<file path="src/rtl/snake_tick_sequencer.sv">
// Movement-tick scheduler for the snake datapath: length-dependent tick period,
// filtered direction latch, and the move -> check -> apple step handshake.
`timescale 1ns/1ps

module snake_tick_sequencer #(
    parameter int unsigned TICK_DIV    = 16666666,
    parameter int unsigned MIN_DIV     = 4166666,
    parameter int unsigned SPEED_STEP  = 200000,
    parameter int unsigned SPEED_SHIFT = 2,
    parameter int unsigned CNT_W       = 25
) (
    input  logic        board_clk,
    input  logic        Reset,
    input  logic        run,
    input  logic        dir_valid,
    input  logic [1:0]  dir_in,
    input  logic [7:0]  length_in,
    input  logic        move_ack,
    input  logic        collision_in,
    input  logic        ate_in,
    input  logic        apple_ack,
    output logic [1:0]  dir_cur,
    output logic        move_req,
    output logic        apple_req,
    output logic        halted,
    output logic        overrun,
    output logic [15:0] step_count
);

    // state     | meaning
    // IDLE      | game not running, counter parked at base period
    // WAIT_TICK | counting down to the next movement tick
    // MOVE      | move_req raised, waiting for move_ack
    // CHECK     | one cycle to act on captured collision / ate
    // APPLE     | apple_req raised, waiting for apple_ack
    // HALT      | collision seen, counter frozen until run drops
    typedef enum logic [2:0] {
        S_IDLE      = 3'd0,
        S_WAIT_TICK = 3'd1,
        S_MOVE      = 3'd2,
        S_CHECK     = 3'd3,
        S_APPLE     = 3'd4,
        S_HALT      = 3'd5
    } state_t;

    localparam logic [CNT_W-1:0] CNT_ONE  = CNT_W'(1);
    localparam logic [CNT_W-1:0] CNT_BASE = CNT_W'(TICK_DIV - 1);
    localparam logic [1:0]       DIR_RIGHT = 2'b11;

    state_t           state_q, state_d;
    logic [CNT_W-1:0] cnt_q, cnt_d;
    logic [1:0]       pend_q, pend_d;
    logic [1:0]       dir_q, dir_d;
    logic             col_q, col_d;
    logic             ate_q, ate_d;
    logic             move_req_q, move_req_d;
    logic             apple_req_q, apple_req_d;
    logic             halted_q, halted_d;
    logic             overrun_q, overrun_d;
    logic [15:0]      steps_q, steps_d;

    logic [31:0]      level_w;
    logic [31:0]      reduce_w;
    logic [31:0]      period_w;
    logic [CNT_W-1:0] period_cnt;
    logic             tick;
    logic             dir_reversal;

    // Reduction is computed wide so that an oversized length clamps instead of wrapping.
    always_comb begin
        level_w  = 32'(length_in >> SPEED_SHIFT);
        reduce_w = level_w * SPEED_STEP;
        if (reduce_w >= TICK_DIV) begin
            period_w = MIN_DIV;
        end else if ((TICK_DIV - reduce_w) < MIN_DIV) begin
            period_w = MIN_DIV;
        end else begin
            period_w = TICK_DIV - reduce_w;
        end
    end

    assign period_cnt   = CNT_W'(period_w);
    assign tick         = run && (cnt_q == '0) &&
                          (state_q inside {S_WAIT_TICK, S_MOVE, S_CHECK, S_APPLE});
    assign dir_reversal = (dir_in[1] == dir_q[1]) && (dir_in != dir_q);

    always_comb begin
        state_d   = state_q;
        cnt_d     = cnt_q;
        pend_d    = pend_q;
        dir_d     = dir_q;
        col_d     = col_q;
        ate_d     = ate_q;
        overrun_d = overrun_q;
        steps_d   = steps_q;

        if (!run) begin
            state_d   = S_IDLE;
            cnt_d     = CNT_BASE;
            pend_d    = DIR_RIGHT;
            dir_d     = DIR_RIGHT;
            col_d     = 1'b0;
            ate_d     = 1'b0;
            overrun_d = 1'b0;
            steps_d   = 16'd0;
        end else begin
            if (state_q == S_IDLE) begin
                cnt_d = period_cnt;
            end else if (state_q != S_HALT) begin
                cnt_d = (cnt_q == '0) ? (period_cnt - CNT_ONE) : (cnt_q - CNT_ONE);
            end

            if (dir_valid && (state_q != S_IDLE) && (state_q != S_HALT) && !dir_reversal) begin
                pend_d = dir_in;
            end

            // Ticks landing mid-step are dropped, only flagged.
            if (tick && (state_q != S_WAIT_TICK)) begin
                overrun_d = 1'b1;
            end

            case (state_q)
                S_IDLE: begin
                    state_d = S_WAIT_TICK;
                end
                S_WAIT_TICK: begin
                    if (tick) begin
                        state_d = S_MOVE;
                        dir_d   = pend_q;
                    end
                end
                S_MOVE: begin
                    if (move_ack) begin
                        col_d   = collision_in;
                        ate_d   = ate_in;
                        state_d = S_CHECK;
                    end
                end
                S_CHECK: begin
                    if (col_q) begin
                        state_d = S_HALT;
                    end else if (ate_q) begin
                        state_d = S_APPLE;
                    end else begin
                        state_d = S_WAIT_TICK;
                        steps_d = steps_q + 16'd1;
                    end
                end
                S_APPLE: begin
                    if (apple_ack) begin
                        state_d = S_WAIT_TICK;
                        steps_d = steps_q + 16'd1;
                    end
                end
                S_HALT: begin
                    state_d = S_HALT;
                end
                default: begin
                    state_d = S_IDLE;
                end
            endcase
        end

        move_req_d  = (state_d == S_MOVE);
        apple_req_d = (state_d == S_APPLE);
        halted_d    = (state_d == S_HALT);
    end

    always_ff @(posedge board_clk or posedge Reset) begin
        if (Reset) begin
            state_q     <= S_IDLE;
            cnt_q       <= CNT_BASE;
            pend_q      <= DIR_RIGHT;
            dir_q       <= DIR_RIGHT;
            col_q       <= 1'b0;
            ate_q       <= 1'b0;
            move_req_q  <= 1'b0;
            apple_req_q <= 1'b0;
            halted_q    <= 1'b0;
            overrun_q   <= 1'b0;
            steps_q     <= 16'd0;
        end else begin
            state_q     <= state_d;
            cnt_q       <= cnt_d;
            pend_q      <= pend_d;
            dir_q       <= dir_d;
            col_q       <= col_d;
            ate_q       <= ate_d;
            move_req_q  <= move_req_d;
            apple_req_q <= apple_req_d;
            halted_q    <= halted_d;
            overrun_q   <= overrun_d;
            steps_q     <= steps_d;
        end
    end

    assign dir_cur    = dir_q;
    assign move_req   = move_req_q;
    assign apple_req  = apple_req_q;
    assign halted     = halted_q;
    assign overrun    = overrun_q;
    assign step_count = steps_q;

endmodule

</file>
<file path="config.mk">
export PLATFORM = sky130hd
export DESIGN_NAME = snake_tick_sequencer
export DESIGN_NICKNAME = d
export VERILOG_FILES = /design/src/rtl/snake_tick_sequencer.sv
export SDC_FILE = /design/constraint.sdc
export NUM_CORES = 1
export LEC_CHECK = 0
export ABC_AREA = 0
export BUFFER_PORTS_ARGS = -buffer_cell sky130_fd_sc_hd__buf_2
export CORE_MARGIN = 4
export CORE_UTILIZATION = 30
export CTS_CLUSTER_SIZE = 20
export DETAILED_ROUTE_END_ITERATION = 12
export SKIP_LAST_GASP = 1
export SLEW_MARGIN = 15
export SYNTH_ARGS = -nofsm -noshare
export SYNTH_HDL_FRONTEND = slang
export SYNTH_SLANG_ARGS = --single-unit
</file>
<file path="constraint.sdc">
create_clock -name board_clk -period 3.65 [get_ports board_clk]
set_input_delay 0.73 -clock board_clk [delete_from_list [all_inputs] [get_ports board_clk]]
set_output_delay 0.73 -clock board_clk [all_outputs]
set_load 0.005 [all_outputs]
</file>
Yosys cells after proc, flatten, opt, wreduce, memory -nomap -nowiden
Cells that the tools add are included.

Add/sub/neg operators: 4. Multipliers: 1. $lt $le $gt $ge: 2. Equal/unequal tests: 23. Muxes and demuxes: 31. Reduce and logical (&&, ||, !) cells: 15.

Operator list (count): two-way mux 25 bit (6); two-way mux 16 bit (4); subtractor 25 x 1 -> 25 bit (second input constant) (2); < comparator 32 x 22 -> 1 bit (second input constant) (1); case mux 16 bit (2 select lines) (1); zero test 25 bit (1); subtractor 24 x 24 -> 25 bit (first input constant) (1); greater-or-equal comparator 24 bit (second input constant) (1); multiplier 6 x 12 -> 18 bit (second input constant) (1); two-way mux 3 bit (6); case mux 3 bit (6 select lines) (1); adder 16 x 1 -> 16 bit (second input constant) (1); equality test 3 bit (second input constant) (4); != test 2 x 1 -> 1 bit (second input constant) (6); != test 3 bit (second input constant) (4); two-way mux 2 bit (5); equality test 3 x 2 -> 1 bit (second input constant) (3); != test 3 x 1 -> 1 bit (second input constant) (3); two-way mux 1 bit (8); logical AND 1 bit (7); AND reduction 2 bit (2); AND reduction 4 bit (1); nonzero test 4 bit (1); equality test 3 x 1 -> 1 bit (second input constant) (1); other kinds (5) (5).

Flip-flop bits (word level): 54. Input bits: 18. Output and inout port bits: 22. Logic and storage cells: 87.

Longest topological paths before layout
Word-level depth: 10. Depth in mapped cells: 23. Mapped depth without buffers: 20.

Worst setup path after synthesis
Ideal clock, no wire load.

Path kind: input -> register. Start: input length_in[2]. End: register cnt_q[17]. Setup time: 0.088 ns. Data arrival time: 5.324 ns. Required time: 3.562 ns. Slack: -1.761 ns. Cell stages on the path: 20. Path buffers: 0. Path through: inv_1 -> ha_1 -> ha_1 -> inv_1 -> fa_1 -> inv_1 -> ha_1 -> a211oi_4 -> o211ai_2 -> a221o_1 -> xnor2_2 -> nand2b_1 -> a211oi_4 -> nand2_1 -> a31oi_1 -> o21a_1 -> o21a_2 -> or3b_1 -> xnor2_1 -> a221oi_2.

Word-level cells in the longest chain between the ends: 10. Elaborated cells between the ends (all ways): 11. Those cells by class: add/sub (2); mul (1); order compare (2); mux (6).

RTL lines: start, declared (RTL line 17) `input logic [7:0] length_in,`; multiplier 6 x 12 -> 18 bit * (RTL line 72) `reduce_w = level_w * SPEED_STEP;`; subtractor 24 x 24 -> 25 bit (RTL line 75, 78); < comparator 32 x 22 -> 1 bit (RTL line 75) `end else if ((TICK_DIV - reduce_w) < MIN_DIV) begin`; two-way mux 25 bit (RTL line 75); two-way mux 25 bit * (RTL line 73) `if (reduce_w >= TICK_DIV) begin`; subtractor 25 x 1 -> 25 bit (RTL line 110) `cnt_d = (cnt_q == '0) ? (period_cnt - CNT_ONE) : (cnt_q - CNT_ONE);`; two-way mux 25 bit (RTL line 110); two-way mux 25 bit (RTL line 109) `end else if (state_q != S_HALT) begin`; two-way mux 25 bit * (RTL line 107) `if (state_q == S_IDLE) begin`; two-way mux 25 bit * (RTL line 97) `if (!run) begin`; end signal, assigned (RTL line 184) `cnt_q <= cnt_d;`; end, declared (RTL line 51) `logic [CNT_W-1:0] cnt_q, cnt_d;`.

Mark *: on every way between the ends. The rest lies on a longest branch, timed or not. The select of a mux whose other input is x is not followed. A chain may end at the register's enable or synchronous reset.

Final worst setup path
Start: input length_in[3]. End: register cnt_q[17].

The elaborated chain is that of the path after synthesis.

==> run metrics <==
Slowest cell on crit path fa_2; vias in the first global route 4,826; Worst Hold Path EP dir_cur[1]; Critical Path Start Type primary input; antenna violations before repair 0; YS warnings 0; simple-gate portion of the synthesized area 0.226; antenna cells 0; Initial DRC Count 248; Yosys reg bits 54; status finished with violations; slack of the critical path -1330 ps; share of layout cells above drive strength 1 0.395; CTS tree built; Post-synth EDFFs 0; std cell rows between 40 and 50; Avg Vias per Cell approximately 4.9; clock buffer depth 2; Hold Buf Count CTS 0; asr flop ratio synth 1.00; register area 1370 um^2; worst hold path class flop to flop; CTS sink cnt 54; root buf cell clkbuf_16; CP max FO 4; starting density of the core 0.309; peak supply drop between 0.0003 and 0.0004 V; Syn Inst Count 597; area used by multi-input combinational logic 3970 um^2; Crit Reg-Reg Endpoint cnt_q[24]; cell area power density about 460 nW/um^2; Ports 40; DR pass1 iterations 4; Inserted Clock Buffers 5; compound-cell area share of the yosys netlist 0.239; reg-to-reg slack, setup about 270 ps; Post-Syn Area 5170 um^2; Fill cells 1,649; Antenna Nets Post-Route 0; Worst Clk Skew about 3.4 ps; Yosys top cell by area dfrtp_1; Final Setup Violations 20; Synth Net Count 659; gr usage total 0.142; CP dominant cell by count ha_4; core footprint around 17,000 um^2; area grow syn2layout 40.5%; RSZ-0062 raised after global routing yes; critical-path cell list buf_12, inv_12, ha_4, ha_4, inv_2, fa_2, inv_2, ha_4, a211oi_4, o21ba_4, nor2_4, o211a_4, o311ai_4, mux2i_1, a32oi_2, o32ai_4, o21a_1, o21a_2, or3b_1, xnor2_1, a221oi_2; grt ovf 0; Worst Setup End Kind flop; max-cap violation count 0; H-tree level count 2; crit path DAT 5190 ps; crit path kind primary input to flop; R2R depth 13; most common cell after layout, fill and taps aside buf_4; DR DRC count 0; die extent in y 139 um; top-area cell type share of the netlist area 0.184; XOR/XNOR Fraction of Synth Area 0.102; Post-Route WL 13,700 um; Hold Vio Cnt, Final 0; Final min period 4980 ps; I/O Buffers 37; largest net degree at the start of global routing between 40 and 50; R2R Path Start cnt_q[6]; first-pass GRT wire length 23,500 um; worst min-delay path startpoint pend_q[1]; commonest non-fill, non-tap cells in the layout buf_4, nand2_1, dfrtp_1; via count just under 5,000; Pwr Total 3.32 mW; Area contributors post-synth dfrtp_1, ha_1, dfstp_2; cell depth of the worst hold path 2; nets 823; Final Slew Violations 0; drt wl/cell 14.0 um; ys flop type dfrtp_1; largest family of logic cells by synthesized area compound AO/OA/AOI/OAI gates; worst skew pair latency between 200 and 300 ps; mux share of post-synthesis cell area 0.0116; Post-Syn Area per Cell 8.67 um^2; clock transition at the registers of the reported paths 70 ps; register area share after synthesis 0.265; Max Fclk 201 MHz; Final GP Congestion between 0.8 and 0.9; adder-cell share of the synthesized area 0.112; Slew Limit Headroom 0.439; DPL Wire Length 10,600 um; Pleak about 3.2 nW; slowest stage delay, CP 540 ps; Distinct cells, synth 87; Worst Tran Pin Value 842 ps; Worst Path Required about 3900 ps; period utilization 1.37; Die ar. 19,400 um^2; hold_ws 491 ps; failing checks setup timing; die width 139 um
==> cells in the mapped netlist, drive strengths merged, types with 6 or more instances <==
library cell	instances
o21ai	32
dfrtp	38
clkbuf	19
dfstp	16
or2	7
a21o	6
mux2i	6
nand3	26
xnor2	35
inv	32
a21oi	33
o211ai	7
nor4	7
o21a	7
and2	22
buf	6
ha	40
o22ai	9
nor3	18
nor3b	6
a31oi	12
nor2b	13
xor2	22
nor2	37
nand2b	8
nand4	6
and3	8
nand2	56
o221ai	6
==> how the worst max path moves through the flow <==
stage | start | to | slack [ps] | cells after the start
floorplan | length_in[3] | cnt_q[17] | -1490 | 21
global placement | length_in[3] | cnt_q[8] | -1690 | 22
detailed placement | length_in[3] | cnt_q[17] | -1810 | 20
CTS | length_in[3] | cnt_q[17] | -1300 | 21
global route | length_in[2] | cnt_q[17] | -1490 | 22
finish | length_in[3] | cnt_q[17] | -1330 | 21
==> sequential cells by signal, summed over array words and instances, names as in the netlist <==
| name | count |
|---|---|
| cnt_q | 25 |
| step_count | 16 |
| state_q | 3 |
| dir_cur | 2 |
| pend_q | 2 |
| apple_req | 1 |
| ate_q | 1 |
| col_q | 1 |
| halted | 1 |
| move_req | 1 |
| overrun | 1 |
==> per-stage QoR <==
step | TNS [ps] | instance area (um^2) | util | worst slack (ps) | cells
2_1_floorplan | -24960 | 5320 | - | -1490 | 597
3_5_place_dp | -33690 | 6660 | 0.398 | -1810 | 958
4_1_cts | -22810 | 7060 | 0.421 | -1300 | 974
6_report | -22840 | 7270 | 0.434 | -1330 | 982
3_3_place_gp | -31940 | 6660 | 0.398 | -1690 | 958
5_1_grt | -26380 | 7270 | 0.434 | -1490 | 982
==> report_power, final <==
group	switching, mW	leakage, nW	total (mW)	internal [mW]
Sequential	0.0567	0.689	0.726	0.669
Clock	0.226	0.0771	0.551	0.325
Combinational	0.969	2.48	2.05	1.08
==> cell type report <==
cell class	count	share of cell area
multi-input combinational	486	0.546
sequential	54	0.189
timing repair buffer	182	0.186
tap	220	0.0379
inverter	32	0.0188
clock buffer	6	0.0177
clock inverter	2	0.00516
==> cell families (layout without fill, tap and decap cells) <==
logic type      Yosys count  after routing
compound gates          156            156
xor+xnor                 57             57
fa+ha+maj                44             44
buf+inv                  57            222
flops                    54             54
mux                       6              6
simple gates            223            223
==> metal layers <==
metal  wire (um)  part of all wire  global-route usage
met1        6320              0.46               0.189
met2        6970              0.51               0.250
met3         404             0.029              0.0192
met4          14            0.0010              0.0206
met5           0                 0                   0
==> worst max-delay path: cells and delay by family <==
family | cells | cell delay, ps
buffers and inverters | 4 | 210
AOI/OAI and AO/OA | 9 | 2190
muxes | 1 | 260
xor gates and xnor gates | 1 | 140
and+or+nand+nor | 2 | 410
adders and majority gates | 4 | 1250
==> what timing repair did <==
action	CTS	global route
resized for setup	40	32
pin swaps	50	32
setup endpoints to repair	20	20
setup buffers	9	8
hold endpoints to repair	0	0
Power figures use the tool's default switching activity.
